### src/rtl/chain_mult_ctrl.sv
// chain_mult_ctrl: multiplies a chain of unsigned operands x0*x1*...*xN-1.
// A single PP_W-bit ripple adder is reused across one shift-and-add step per cycle.
// The running product is truncated to ACC_W bits after every multiply. A sticky flag
// records whether any truncated bit was ever nonzero during the current chain.
//
// Ports:
//   clk          rising-edge clock
//   rst          synchronous active-high reset
//   in_valid     operand present on in_data
//   in_ready     controller accepts an operand (IDLE / WAIT)
//   in_data      unsigned operand
//   in_last      operand is the final element of the chain
//   out_valid    result available (DONE)
//   out_ready    consumer accepts the result
//   out_product  running product register
//   out_ovf      sticky overflow for the current chain
//   busy         controller is not idle
module chain_mult_ctrl #(
  parameter int unsigned OP_W  = 8,
  parameter int unsigned ACC_W = 16,
  parameter int unsigned PP_W  = 24
) (
  input  logic             clk,
  input  logic             rst,
  input  logic             in_valid,
  output logic             in_ready,
  input  logic [OP_W-1:0]  in_data,
  input  logic             in_last,
  output logic             out_valid,
  input  logic             out_ready,
  output logic [ACC_W-1:0] out_product,
  output logic             out_ovf,
  output logic             busy
);

  localparam int unsigned CntW = (OP_W > 1) ? $clog2(OP_W) : 1;

  typedef enum logic [1:0] {
    StIdle,
    StWait,
    StMul,
    StDone
  } state_e;

  state_e           state_q, state_d;
  logic [ACC_W-1:0] acc_q, acc_d;
  logic [OP_W-1:0]  op_q, op_d;
  logic [PP_W-1:0]  pp_q, pp_d;
  logic [CntW-1:0]  cnt_q, cnt_d;
  logic             last_q, last_d;
  logic             ovf_q, ovf_d;

  logic             in_xfer;
  logic             out_xfer;
  logic             mul_last;

  // Shared adder: pp_q + (op bit selected by cnt ? acc shifted by cnt : 0).
  logic [PP_W-1:0]  addend;
  logic [PP_W-1:0]  sum;
  logic [PP_W-1:0]  carry;

  assign addend = op_q[cnt_q] ? (PP_W'(acc_q) << cnt_q) : '0;

  // Ripple chain of full-adder cells. The final carry-out is never formed: an
  // ACC_W x OP_W product always fits in PP_W bits.
  assign carry[0] = 1'b0;
  for (genvar i = 0; i < PP_W; i++) begin : g_fa
    assign sum[i] = pp_q[i] ^ addend[i] ^ carry[i];
    if (i < PP_W - 1) begin : g_cout
      assign carry[i+1] = (pp_q[i] & addend[i]) | (carry[i] & (pp_q[i] ^ addend[i]));
    end
  end

  assign in_ready    = (state_q == StIdle) || (state_q == StWait);
  assign out_valid   = (state_q == StDone);
  assign busy        = (state_q != StIdle);
  assign out_product = acc_q;
  assign out_ovf     = ovf_q;

  assign in_xfer  = in_valid & in_ready;
  assign out_xfer = out_valid & out_ready;
  assign mul_last = (cnt_q == CntW'(OP_W - 1));

  always_comb begin
    state_d = state_q;
    acc_d   = acc_q;
    op_d    = op_q;
    pp_d    = pp_q;
    cnt_d   = cnt_q;
    last_d  = last_q;
    ovf_d   = ovf_q;

    unique case (state_q)
      StIdle: begin
        if (in_xfer) begin
          acc_d   = ACC_W'(in_data);
          ovf_d   = 1'b0;
          state_d = in_last ? StDone : StWait;
        end
      end

      StWait: begin
        if (in_xfer) begin
          op_d    = in_data;
          last_d  = in_last;
          pp_d    = '0;
          cnt_d   = '0;
          state_d = StMul;
        end
      end

      StMul: begin
        // Always OP_W steps, even for a zero operand, so latency is data-independent.
        pp_d  = sum;
        cnt_d = cnt_q + CntW'(1);
        if (mul_last) begin
          acc_d   = sum[ACC_W-1:0];
          ovf_d   = ovf_q | (|sum[PP_W-1:ACC_W]);
          state_d = last_q ? StDone : StWait;
        end
      end

      StDone: begin
        if (out_xfer) begin
          state_d = StIdle;
        end
      end

      default: begin
        state_d = StIdle;
      end
    endcase
  end

  always_ff @(posedge clk) begin
    if (rst) begin
      state_q <= StIdle;
      acc_q   <= '0;
      op_q    <= '0;
      pp_q    <= '0;
      cnt_q   <= '0;
      last_q  <= 1'b0;
      ovf_q   <= 1'b0;
    end else begin
      state_q <= state_d;
      acc_q   <= acc_d;
      op_q    <= op_d;
      pp_q    <= pp_d;
      cnt_q   <= cnt_d;
      last_q  <= last_d;
      ovf_q   <= ovf_d;
    end
  end

endmodule

### config.mk
export PLATFORM = sky130hd
export DESIGN_NAME = chain_mult_ctrl
export DESIGN_NICKNAME = d
export VERILOG_FILES = /design/src/rtl/chain_mult_ctrl.sv
export SDC_FILE = /design/constraint.sdc
export NUM_CORES = 1
export LEC_CHECK = 0
export BUFFER_PORTS_ARGS = -buffer_cell sky130_fd_sc_hd__buf_2
export CAP_MARGIN = 15
export CELL_PAD_IN_SITES_DETAIL_PLACEMENT = 0
export CELL_PAD_IN_SITES_GLOBAL_PLACEMENT = 1
export CORE_MARGIN = 2
export CORE_UTILIZATION = 45
export CTS_CLUSTER_SIZE = 28
export DETAILED_ROUTE_END_ITERATION = 10
export PLACE_DENSITY_LB_ADDON = 0.1
export SETUP_SLACK_MARGIN = 0.5
export SLEW_MARGIN = 25
export SYNTH_ARGS = -nofsm -noshare
export SYNTH_HDL_FRONTEND = slang
export SYNTH_SLANG_ARGS = --single-unit
### constraint.sdc
create_clock -name clk -period 10.99 [get_ports clk]
set_input_delay 1.099 -clock clk [delete_from_list [all_inputs] [get_ports clk]]
set_output_delay 1.099 -clock clk [all_outputs]
set_load 0.02 [all_outputs]
======== After elaboration in Yosys (flattened, before gate mapping) ========
Index checks and enable logic that the tools add are counted.
storage, ports and cells
  word-level logic and storage cells ...... 165
  bits of input ports ..................... 13
  flip-flop bits (word level) ............. 55
cells by class
  eq/ne operators ......................... 8
  $add $sub $neg .......................... 1
  shifts and indexed selects .............. 1
  magnitude comparators ................... 1
  mux-type cells .......................... 20
  reductions and logical operators ........ 10
  bitwise operators ....................... 117
operator list
  cell                                                                          count
  24-bit two-way mux                                                            2
  24-bit one-hot mux with 2 select lines                                        1
  1-bit AND                                                                     47
  1-bit XOR                                                                     47
  16-bit two-way mux                                                            2
  16-bit one-hot mux with 2 select lines                                        1
  16-bit by 3-bit << shifter with 24-bit output                                 1
  1-bit OR                                                                      23
  2-bit two-way mux                                                             6
  2-bit one-hot mux with 4 select lines                                         1
  8-bit OR reduction                                                            1
  2-bit inequality test, second input constant                                  3
  3-bit one-hot mux with 2 select lines                                         1
  2-bit nonzero test                                                            3
  2-bit == test, second input constant                                          2
  3-bit by 4-bit less-than comparator with 1-bit output, second input constant  1
  2-bit AND reduction                                                           2
  4-bit AND reduction                                                           1
  3-bit by 1-bit adder with 3-bit output, second input constant                 1
  1-bit binary-select mux with 3-bit select                                     1
  3-bit == test, second input constant                                          1
  1-bit two-way mux                                                             3
  3-bit two-way mux                                                             1
  3-bit AND reduction                                                           1
  5 further kinds                                                               5

======== Longest topological paths before layout ========
  depth in word-level cells ............... 53
  mapped depth ............................ 40

======== Least setup slack after synthesis ========
OpenSTA, ideal clock, no wires.
  kind .................................... reg2reg
  from .................................... register cnt_q[0]
  to ...................................... register ovf_q, in the netlist out_ovf
  cell stages (with the launch flop) ...... 40
  period minus slack after synthesis ...... 9116 ps
  arrival ................................. 8985 ps
  setup slack ............................. 1874 ps
  path buffers ............................ 1
  cell sequence ........................... dfxtp_1 -> buf_6 -> mux2_2 -> nor2_1 -> and3_1 -> ha_1 -> inv_1 -> fa_1 -> fa_1 -> fa_1 -> inv_1 -> fa_1 -> fa_1 -> fa_1 -> inv_1 -> fa_1 -> fa_1 -> fa_1 -> (+4 left out) -> fa_1 -> inv_1 -> fa_1 -> fa_1 -> inv_1 -> fa_1 -> fa_1 -> fa_1 -> inv_1 -> fa_1 -> fa_1 -> fa_1 -> inv_1 -> fa_1 -> nor2_1 -> nand4_1 -> a21oi_1 -> nor3_1
on the way
  word-level cells in the longest chain between the ends .. 53
  elaborated cells between the ends (all ways) .. 109
RTL lines
  item                                           line  RTL
  start, declared                                49    logic [CntW-1:0] cnt_q, cnt_d;
  start signal, assigned                         149   cnt_q <= cnt_d;
  1-bit binary-select mux with 3-bit select      62    assign addend = op_q[cnt_q] ? (PP_W'(acc_q) << cnt_q) : '0;
  1-bit two-way mux (not written as such)        62
  24-bit two-way mux                             62
  1-bit AND / 1-bit XOR (equally long branches)  70    assign carry[i+1] = (pp_q[i] & addend[i]) | (carry[i] & (pp_q[i] ^ addend[i]));
  1-bit AND                                      70
  1-bit OR                                       70
  1-bit AND                                      70
  1-bit OR                                       70
  (+37 left out)                                 n/a
  1-bit OR                                       70
  1-bit AND                                      70
  1-bit OR                                       70
  1-bit XOR                                      68    assign sum[i] = pp_q[i] ^ addend[i] ^ carry[i];
  8-bit OR reduction                             118   ovf_d = ovf_q | (|sum[PP_W-1:ACC_W]);
  1-bit OR                                       118
  1-bit two-way mux                              116   if (mul_last) begin
  1-bit one-hot mux with 2 select lines          93    unique case (state_q)
  end signal, assigned                           151   ovf_q <= ovf_d;
  end, declared                                  51    logic ovf_q, ovf_d;
Several ways; a longest one is shown, not always the timed one. The select of a mux whose other input is x is not followed.
A chain may end at the register's enable or synchronous reset.

======== Worst setup path in the final report ========
  from .................................... register cnt_q[1]
  to ...................................... register ovf_q, in the netlist out_ovf
Same word-level chain as after synthesis.

==> metrics <==
crit path time final between 9000 and 10,000 ps; CORE AREA between 7000 and 8000 um^2; first-pass GRT wire length ~15 mm; Synth Register Bits 55; GPL Wtd Cong about 0.84; critical path startpoint cnt_q[1]; dpl hpwl ~6.1 mm; CTS Buf Count 5; Bufs on Longest Clock Path 2; number of routed nets with antenna violations 0; Post-CTS Repair Setup Buffers 0; Pleak roughly 1.3 nW; Residual DRC 0; status finished clean; vias in the first global route around 2,800; Hold Crit Class flip-flop to flip-flop; Max-cap violations 0; die area between 8000 and 9000 um^2; total grt overflow 0; Vias 2,895; Critical Path Slowest Stage Cell dfxtp_1; WL per Instance around 17 um; Reg-to-Reg Start cnt_q[1]; Netlist cell types between 40 and 50; WL final 8.89 mm; Setup TNS Final 0 ps; area of placed instances 3620 um^2; crit end category flip-flop; Yosys top cell by area dfxtp_1; All-Layer GR Usage between 20% and 30%; CTS tree done; crit path launch type flip-flop; Final Cycle Share 87.6%; Final Max Slew Viols 0; Ant. Diodes 0; Worst Path Arrival slightly below 10,000 ps; fmax 104 MHz; Port Buffers 32; I/O pin cnt 33; max_slew headroom between 40% and 50%; post-cts sizing count 0; drt pass-1 iters 4; Hold-fix buffers, CTS 0; CP peak stage delay about 470 ps; Synth area leaders dfxtp_1, fa_1, nand2_1; Primary FF master, synth dfxtp_1; clock skew between 4 and 5 ps; PD cells 108 nW/um^2; sequential-to-total area share from yosys stat 31.6%; Final Cell Area 3700 um^2; DR vias/cell ~5.5; kind of critical path flip-flop to flip-flop; Syn Std Cell Area 3490 um^2; Worst Setup EP out_ovf; Crit Path Max Fanout 6; Yosys warnings 0; share of layout cells above drive strength 1 15.3%; Die Wd about 90 um; Synth Net Count between 400 and 500; pin count of the biggest net entering global routing 56; worst path required time 11,180 ps; hold slack final approximately 470 ps; Setup-failing EPs final 0; ys async rst share 0%; worst reg-to-reg path cell count 39; RSZ-0062 raised after global routing no; Rows 32; clock latency at the later pin of the worst-skew pair 310 ps; clock sink count 55; Final #Nets 462; Worst-path clk slew ~100 ps; maximum VDD drop approximately 0.052 mV; Starting Density between 40% and 50%; mean post-synth cell area around 8.5 um^2; Worst-Margin Slew around 830 ps; share of the synthesized area in the top cell type between 30% and 40%; Syn Inst Count 412; crit-path most repeated cell fa_1; final hold viol count 0; initial antenna violation count 0; Root Driver clkbuf_8; die height slightly above 90 um; Post-synth EDFFs 0; htree depth 2; reg2reg setup slack 1370 ps; FF-to-FF End out_ovf; initial drt markers around 260; Area Overhead vs Synth 6.10%
==> worst min-delay path by stage <==
stage / from / end / slack [ps] / depth (start not counted)
2_1_floorplan: op_q[6] / op_q[6] / 430 / 2
3_3_place_gp: op_q[6] / op_q[6] / 440 / 2
3_5_place_dp: op_q[6] / op_q[6] / 460 / 2
4_1_cts: op_q[6] / op_q[6] / 470 / 2
5_1_grt: last_q / last_q / 490 / 2
6_report: op_q[6] / op_q[6] / 470 / 2
==> cell usage in the layout (no fill, tap or decap), types with 2 or more instances in the layout <==
cell type  instances
buf_2             31
nand4_1            2
nand2b_1           2
nand3b_1           2
mux4_2            10
a311oi_1           4
nand2_1           61
inv_1             22
nor2_1            59
dfxtp_1           55
a21oi_1           35
nand3_1           18
clkinv_2           3
a31oi_1           23
nor2b_1            2
mux2i_1           11
a211oi_1           2
nor4_1             7
ha_1               3
fa_1              22
and2_1             5
o21ai_0           13
clkbuf_8           5
mux2_2             3
buf_4              6
==> per-layer routing <==
layer | global-route usage [%] | part of all wire, %
met1 | 33.2 | 51
met2 | 33.5 | 44
met3 | 3.45 | 4.4
met4 | 4.73 | 0.76
met5 | 0 | 0
==> worst max-delay path: cells and delay by family (launching register included) <==
family,cells,cell delay [ps]
buffers and inverters,8,540
adders and majority gates,23,7230
DFF,1,470
and+or+nand+nor,5,650
AOI/OAI and AO/OA,1,160
muxes,2,440
==> per-stage QoR <==
step | cells | utilization [%] | power (mW) | worst slack [ps]
6_report | 527 | 48.7 | 0.401 | 1370
2_1_floorplan | 412 | - | 0.273 | 1870
4_1_cts | 527 | 48.6 | 0.403 | 1340
5_1_grt | 527 | 48.7 | 0.419 | 942
3_5_place_dp | 519 | 47.5 | 0.290 | 1420
3_3_place_gp | 519 | 47.5 | 0.291 | 1580
==> cell type report <==
type	count	area, um^2
Tap cell	102	128
Sequential cell	55	1100
Inverter	23	86.3
Fill cell	772	3910
Clock buffer	5	68.8
Multi-Input combinational cell	302	2100
Clock inverter	3	15.0
Timing Repair Buffer	37	200
==> power by group <==
group | internal, mW | leakage [nW] | switching [mW] | total (mW)
combinational | 0.0228 | 0.806 | 0.0472 | 0.0700
clock | 0.0440 | 0.0477 | 0.0709 | 0.115
sequential | 0.205 | 0.445 | 0.0108 | 0.216
==> cells in the mapped netlist, types with 3 or more instances <==
library cell and n:
mux2_2 3, a311oi_1 4, nor2_1 59, a31oi_1 23, nor4_1 7, nand2_1 61
buf_2 10, nand3_1 18, mux4_2 10, mux2i_1 11, clkbuf_1 10, o21ai_0 13
ha_1 3, and2_1 5, buf_4 5, inv_1 22, fa_1 22, a21oi_1 35
buf_6 5, dfxtp_1 55
==> sequential cells by signal, summed over array words and instances, names as in the netlist <==
signal,count
op_q,8
pp_q,24
state_q,2
cnt_q,3
last_q,1
out_product,16
out_ovf,1
==> cell families after synthesis <==
| family | synth area share, % |
|---|---|
| AND/OR/NAND/NOR | 21.4 |
| flip-flops | 31.6 |
| multiplexers | 10.6 |
| AO/OA/AOI/OAI | 14.1 |
| adder cells (fa/ha/maj) | 13.7 |
| buffers and inverters | 8.17 |
| XOR/XNOR | 0.502 |
Power figures use the tool's default switching activity.
